### config.mk
export PLATFORM = sky130hd
export DESIGN_NAME = recon_phase_sched
export DESIGN_NICKNAME = d
export VERILOG_FILES = /design/src/rtl/recon_pkg.sv /design/src/rtl/recon_emit_timer.sv /design/src/rtl/recon_phase_sched.sv
export SDC_FILE = /design/constraint.sdc
export NUM_CORES = 1
export LEC_CHECK = 0
export ABC_CLOCK_PERIOD_IN_PS = 1750
export CORE_MARGIN = 2
export CORE_UTILIZATION = 47
export DETAILED_ROUTE_END_ITERATION = 16
export PLACE_DENSITY = 0.82
export SLEW_MARGIN = 20
export SYNTH_ARGS = -nofsm -noshare
export SYNTH_HDL_FRONTEND = slang
export SYNTH_HIERARCHICAL = 1
export SYNTH_SLANG_ARGS = --single-unit
### constraint.sdc
create_clock -name clk -period 1.75 [get_ports clk]
set_input_delay 0.4375 -clock clk [delete_from_list [all_inputs] [get_ports clk]]
set_output_delay 0.4375 -clock clk [all_outputs]
set_load 0.05 [all_outputs]
### src/rtl/recon_pkg.sv
// Shared types and defaults for the wavelet reconstruction phase scheduler.
// Latency: n/a (package only).
// Backpressure: n/a; provides the state enum, default parameters and timer width helper.
package recon_pkg;

    typedef enum logic [1:0] {
        IDLE  = 2'd0,
        FILL  = 2'd1,
        RUN   = 2'd2,
        FLUSH = 2'd3
    } recon_state_e;

    localparam int DEF_IN_PERIOD  = 8;
    localparam int DEF_FILL_DEPTH = 3;
    localparam int DEF_PIPE_LAT   = 3;

    // Width of a counter that must hold 0..period inclusive.
    function automatic int recon_tmr_w(input int period);
        return $clog2(period + 1);
    endfunction

endpackage

### src/rtl/recon_emit_timer.sv
// Period timer plus even/odd select decode for one scheduled sample (real or flush-injected).
// Latency: sel_even PIPE_LAT cycles after restart, sel_odd IN_PERIOD/2 cycles later; both registered.
// Backpressure: none; a restart re-times the period and drops any strobe that has not fired yet.
// Ports: restart/arm (sample accepted, schedule strobes), clear (return to idle),
//        expired (timer reached IN_PERIOD), sel_even/sel_odd (registered strobes).
module recon_emit_timer
    import recon_pkg::*;
#(
    parameter int IN_PERIOD = DEF_IN_PERIOD,
    parameter int PIPE_LAT  = DEF_PIPE_LAT
) (
    input  logic clk,
    input  logic rst_n,
    input  logic restart,
    input  logic arm,
    input  logic clear,
    output logic expired,
    output logic sel_even,
    output logic sel_odd
);

    localparam int TW = recon_tmr_w(IN_PERIOD);
    localparam logic [TW-1:0] T_PER  = TW'(IN_PERIOD);
    localparam logic [TW-1:0] T_EVEN = TW'(PIPE_LAT);
    localparam logic [TW-1:0] T_ODD  = TW'(PIPE_LAT + IN_PERIOD / 2);

    // cnt_q holds the number of cycles since the last accepted sample (that cycle counts as 0).
    logic [TW-1:0] cnt_q, cnt_d;
    logic          armed_q, armed_d;

    assign expired = (cnt_q == T_PER);

    always_comb begin
        cnt_d   = cnt_q;
        armed_d = armed_q;
        if (clear) begin
            cnt_d   = '0;
            armed_d = 1'b0;
        end else if (restart) begin
            cnt_d   = TW'(1);
            armed_d = arm;
        end else if (!expired) begin
            cnt_d = cnt_q + TW'(1);
        end
    end

    // Decode on the next-cycle timer value so the strobes come out of flops
    // exactly PIPE_LAT (and PIPE_LAT+IN_PERIOD/2) cycles after the sample.
    // A restart resets cnt_d to 1, which is what cancels pending strobes.
    always_ff @(posedge clk) begin
        if (!rst_n) begin
            cnt_q    <= '0;
            armed_q  <= 1'b0;
            sel_even <= 1'b0;
            sel_odd  <= 1'b0;
        end else begin
            cnt_q    <= cnt_d;
            armed_q  <= armed_d;
            sel_even <= armed_d && (cnt_d == T_EVEN);
            sel_odd  <= armed_d && (cnt_d == T_ODD);
        end
    end

endmodule

### src/rtl/recon_phase_sched.sv
// Phase scheduler for one wavelet reconstruction level: shift/select/clear strobes from a sparse din_valid stream.
// Latency: shift_en combinational with din_valid; sel_even PIPE_LAT cycles after an accepted RUN sample.
// Backpressure: none; early samples are accepted and flag period_err, samples during flush are dropped.
// Ports: clk, rst_n (sync, active low), din_valid in; shift_en, zero_sel, sel_even, sel_odd,
//        hist_clr, frame_done, busy, period_err out.
// Build option: define RECON_SCHED_FLUSH_EN to zero-flush the filter tail after a RUN stream stops.
// PIPE_LAT must be at least 1 (strobes are registered) and below IN_PERIOD/2.
module recon_phase_sched
    import recon_pkg::*;
#(
    parameter int IN_PERIOD  = DEF_IN_PERIOD,
    parameter int FILL_DEPTH = DEF_FILL_DEPTH,
    parameter int PIPE_LAT   = DEF_PIPE_LAT
) (
    input  logic clk,
    input  logic rst_n,
    input  logic din_valid,
    output logic shift_en,
    output logic zero_sel,
    output logic sel_even,
    output logic sel_odd,
    output logic hist_clr,
    output logic frame_done,
    output logic busy,
    output logic period_err
);

    localparam logic [1:0] S_IDLE  = 2'(IDLE);
    localparam logic [1:0] S_FILL  = 2'(FILL);
    localparam logic [1:0] S_RUN   = 2'(RUN);
    localparam logic [1:0] S_FLUSH = 2'(FLUSH);
    localparam int         CW      = $clog2(FILL_DEPTH + 2);

    logic [1:0]    state_q, state_d;
    logic [CW-1:0] cnt_q, cnt_d;      // fill samples seen, or injections issued in FLUSH
    logic          expired;
    logic          t_restart, t_arm;
    logic          go_idle, inj, perr_set;
    logic          end_q, perr_q;

    always_comb begin
        state_d   = state_q;
        cnt_d     = cnt_q;
        t_restart = 1'b0;
        t_arm     = 1'b0;
        go_idle   = 1'b0;
        inj       = 1'b0;
        perr_set  = 1'b0;
        case (state_q)
            S_IDLE: begin
                if (din_valid) begin
                    t_restart = 1'b1;
                    if (FILL_DEPTH == 0) begin
                        state_d = S_RUN;
                        t_arm   = 1'b1;
                    end else begin
                        state_d = S_FILL;
                        cnt_d   = CW'(1);
                    end
                end
            end
            S_FILL: begin
                if (din_valid) begin
                    t_restart = 1'b1;
                    perr_set  = !expired;
                    if (cnt_q == CW'(FILL_DEPTH)) begin
                        // this sample completes the history: it is the first RUN t0
                        state_d = S_RUN;
                        t_arm   = 1'b1;
                        cnt_d   = '0;
                    end else begin
                        cnt_d = cnt_q + CW'(1);
                    end
                end else if (expired) begin
                    state_d = S_IDLE;
                    go_idle = 1'b1;
                    cnt_d   = '0;
                end
            end
            S_RUN: begin
                if (din_valid) begin
                    t_restart = 1'b1;
                    t_arm     = 1'b1;
                    perr_set  = !expired;
                end else if (expired) begin
`ifdef RECON_SCHED_FLUSH_EN
                    if (FILL_DEPTH > 0) begin
                        // the timeout cycle itself carries the first zero injection
                        state_d   = S_FLUSH;
                        inj       = 1'b1;
                        t_restart = 1'b1;
                        t_arm     = 1'b1;
                        cnt_d     = CW'(1);
                    end else begin
                        state_d = S_IDLE;
                        go_idle = 1'b1;
                    end
`else
                    state_d = S_IDLE;
                    go_idle = 1'b1;
`endif
                end
            end
`ifdef RECON_SCHED_FLUSH_EN
            S_FLUSH: begin
                perr_set = din_valid;
                if (expired) begin
                    if (cnt_q == CW'(FILL_DEPTH)) begin
                        state_d = S_IDLE;
                        go_idle = 1'b1;
                        cnt_d   = '0;
                    end else begin
                        inj       = 1'b1;
                        t_restart = 1'b1;
                        t_arm     = 1'b1;
                        cnt_d     = cnt_q + CW'(1);
                    end
                end
            end
`endif
            default: begin
                state_d = S_IDLE;
                cnt_d   = '0;
            end
        endcase
    end

    recon_emit_timer #(
        .IN_PERIOD (IN_PERIOD),
        .PIPE_LAT  (PIPE_LAT)
    ) u_timer (
        .clk      (clk),
        .rst_n    (rst_n),
        .restart  (t_restart),
        .arm      (t_arm),
        .clear    (go_idle),
        .expired  (expired),
        .sel_even (sel_even),
        .sel_odd  (sel_odd)
    );

    always_ff @(posedge clk) begin
        if (!rst_n) begin
            state_q <= S_IDLE;
            cnt_q   <= '0;
            end_q   <= 1'b0;
            perr_q  <= 1'b0;
        end else begin
            state_q <= state_d;
            cnt_q   <= cnt_d;
            end_q   <= go_idle;
            perr_q  <= perr_q | perr_set;
        end
    end

    // Real samples are ignored while flushing; shift_en then only carries injections.
    assign shift_en   = rst_n && ((din_valid && (state_q != S_FLUSH)) || inj);
`ifdef RECON_SCHED_FLUSH_EN
    assign zero_sel   = rst_n && inj;
`else
    assign zero_sel   = 1'b0;
`endif
    assign hist_clr   = end_q;
    assign frame_done = end_q;
    assign busy       = (state_q != S_IDLE);
    assign period_err = perr_q;

endmodule

==> parameters.txt <==
Parameter                              Value

Run status
  Status    finished clean

Drt
  Number of DRC markers in iteration 0    20
  Pre-Repair DR Iteration Count    4
  Average wire length per cell after detail routing    about 12 um
  Number of nets still failing antenna checks after routing    0
  Total via count after detailed routing    699
  Drt drc    0
  Total wire length    about 1600 um
  Post-DR vias/cell    between 5 and 6

Critical path
  Critical path startpoint    state_q[1]
  Cell-by-cell trace of the critical path    ha_2 -> nor3_4 -> buf_12
  CP startpoint kind    flop
  Worst Path Arrival    1.23 ns
  Worst path slowest cell    dfxtp_1
  Critical path peak fanout    4
  Data required time at the worst endpoint    about 1.3 ns
  Path type of the worst setup path    reg2out
  Critical path's largest stage delay    ~0.35 ns
  Crit. End Element    output port
  Launching point of the worst reg2reg path    u_timer/cnt_q[0]

Yosys
  Number of nets in the synthesized netlist    between 100 and 150
  Number of distinct library cells after synthesis    30
  Flop and latch count out of synthesis    14
  Average instance area after synthesis    9.126 sq um
  Area of the mapped netlist    approximately 840 sq um
  Number of standard cells after synthesis    92
  Top cells by area in the synthesized netlist    dfxtp_1 (33%), ha_1 (10%), nor2_1 (6.7%)
  Sequential area share after synthesis    around a third
  Area leader, netlist    dfxtp_1
  Yosys warnings    6
  Post-synth top area share    between 30% and 40%

Die
  Starting density of the core    49.16%
  Top-level I/O count    11
  Core Area    around 1700 sq um
  Site Rows    15
  Die W    46.27 um
  Die Span Y    ~46 um
  Total Die Area    roughly 2100 sq um

Clocking
  Hold Buf Count CTS    0
  Clock-pin slew on the worst setup and hold paths    roughly 0.090 ns
  CTS tree    yes
  CTS H-tree depth    1
  Maximum root-to-sink buffer count    2
  Clock network latency to the later pin of the worst-skew pair    0.28 ns
  Clock root buffer    clkbuf_4
  Total CTS buffers    3
  Clk sinks    14

GRT
  Global-route wire length before repair    around 2300 um
  Pin count of the biggest net entering global routing    11
  Gr usage total    between 10% and 20%
  Vias in the first global route    around 620
  Remaining global-route overflow    0
  Antenna violations before repair    0

Layout
  Footprint of the multi-input gates    ~520 sq um
  Leading cell type in the layout, fill and taps excluded    buf_4
  Post-layout nets    122
  Footprint of the flip-flops and latches    about 280 sq um
  Final Instance Count excl. Fillers    about 140
  Most frequent cells in the layout    buf_4 (15), nor2_1 (14), dfxtp_1 (12)
  Fraction of final layout cells with drive strength greater than 1    approximately 36%
  Number of inserted filler cells in the final layout    approximately 140
  Number of diodes    0
  Area Growth Syn to Fin    27.57%

Placed design
  Detailed placer's ending HPWL    between 1000 and 1500 um
  Routability-driven placement congestion ratio    approximately 0.88
  Placed instance count    about 130
  Count of buffers inserted at the top-level ports    9
  Worst slack after detailed placement    -0.1518 ns

Timing
  Number of failing setup endpoints in the final timing report    0
  Final clock period utilization by the worst path    95.28%
  RSZ-0062 raised after global routing    false
  Final number of hold-violating endpoints    0
  Post-route clock skew    about 0.0047 ns
  Least setup slack across all paths after layout    0.08256 ns
  Maximum operating frequency    ~600 MHz
  Max-slew violation count    0
  Final period demand of the worst path    ~1.7 ns

Pwr
  Power density over cell area    1054 nW/um^2
  IR drop worst, VDD    approximately 850 uV
  Leakage power figure    0.4904 nW

Worst hold path
  Hold crit path type    reg2reg
  Startpoint of the tightest hold check path    cnt_q[1]

Run
  Number of maximum-capacitance constraint violations    0
==> sequential cells by signal, indices dropped and copies added, names as in the netlist <==
register,flops
u_timer/cnt_q,4
cnt_q,3
state_q,2
frame_done,1
period_err,1
u_timer/armed_q,1
u_timer/sel_even,1
u_timer/sel_odd,1
==> critical path: cells and delay by family, from the launching register on <==
kind          cells  cell delay, ns
flops             1            0.35
simple gates      1            0.22
fa+ha+maj         1            0.22
buf+inv           1            0.16
==> logic make-up (layout without fill, tap and decap cells) <==
logic type / count (synthesis) / in the layout / share of synthesized area [%]
compound gates: 13 / 13 / 11.03
xor+xnor: 2 / 2 / 2.981
fa+ha+maj: 7 / 7 / 10.43
buf+inv: 12 / 31 / 8.047
flops: 14 / 14 / 33.38
mux: 4 / 4 / 4.769
other cells: 1 / 1 / 0.4467
simple gates: 39 / 39 / 28.91
==> per-layer routing <==
metal / track usage [%] / up-vias / wire, um
met5: 0 / - / 0
met4: 6.857 / 0 / 21
met3: 7.059 / 4 / 67
met2: 29.17 / 20 / 894
met1: 15.02 / 320 / 621
li1: - / 355 / -
==> stage by stage <==
step | hold WS [ns] | utilization [%] | total power [mW] | instance area [sq um] | setup TNS [ns]
floorplan | 0.4385 | - | 0.7279 | 844.6 | 0
global placement | 0.4482 | 58.75 | 0.8641 | 1003 | -0.4142
detailed placement | 0.4610 | 58.75 | 0.8763 | 1003 | -0.6422
CTS | 0.4737 | 61.17 | 1.118 | 1045 | -0.02254
global route | 0.4893 | 62.71 | 1.189 | 1071 | 0
finish | 0.4675 | 62.71 | 1.129 | 1071 | 0
==> final timing paths <==
check             slack [ns]         endpoint  cells after the start
setup / recovery        0.08         shift_en                      3
hold / removal          0.47         cnt_q[1]                      2
setup reg to reg        0.15  u_timer/sel_odd                      9
hold reg to reg         0.47         cnt_q[1]                      2
==> final cells by class <==
class / count / share of cell area [%]
well taps: 25 / 2.921
inverters: 8 / 2.804
repair buffers: 19 / 16.24
clock buffers: 4 / 3.388
flip-flops and latches: 14 / 26.40
multi-input cells: 66 / 48.25
==> timing repair <==
action                                  in CTS  in global routing
pin swaps                                    0                  1
hold endpoints to repair                     0                  0
cloned                                       0                  0
buffers inserted                             0                  1
endpoints found under the setup margin       2                  5
resized for setup                            3                  9
==> synthesized netlist by cell type <==
library cell / count
nand3b_1: 1
o311ai_1: 1
o31a_1: 2
conb_1: 1
nor3_1: 2
inv_2: 1
nand3_1: 4
buf_4: 2
nor2_1: 15
inv_1: 7
nand3b_4: 1
o311a_1: 1
buf_6: 2
nand2_1: 4
a21oi_1: 5
o21ai_1: 1
o41ai_1: 3
xor2_1: 1
nor3b_2: 1
mux2i_1: 4
dfxtp_1: 14
nor3_2: 3
and2_1: 2
nand2_4: 1
nor2b_4: 1
ha_1: 7
xnor2_2: 1
nor4_2: 1
and4_1: 1
nand2b_1: 2
==> report_power, final <==
group | switching [mW] | total [mW] | internal (mW) | leakage (nW)
Combinational | 0.298 | 0.503 | 0.206 | 0.355
Sequential | 0.0321 | 0.390 | 0.358 | 0.114
Clock | 0.108 | 0.235 | 0.127 | 0.0210
Total | 0.438 | 1.13 | 0.690 | 0.490
Power figures use the tool's default switching activity.
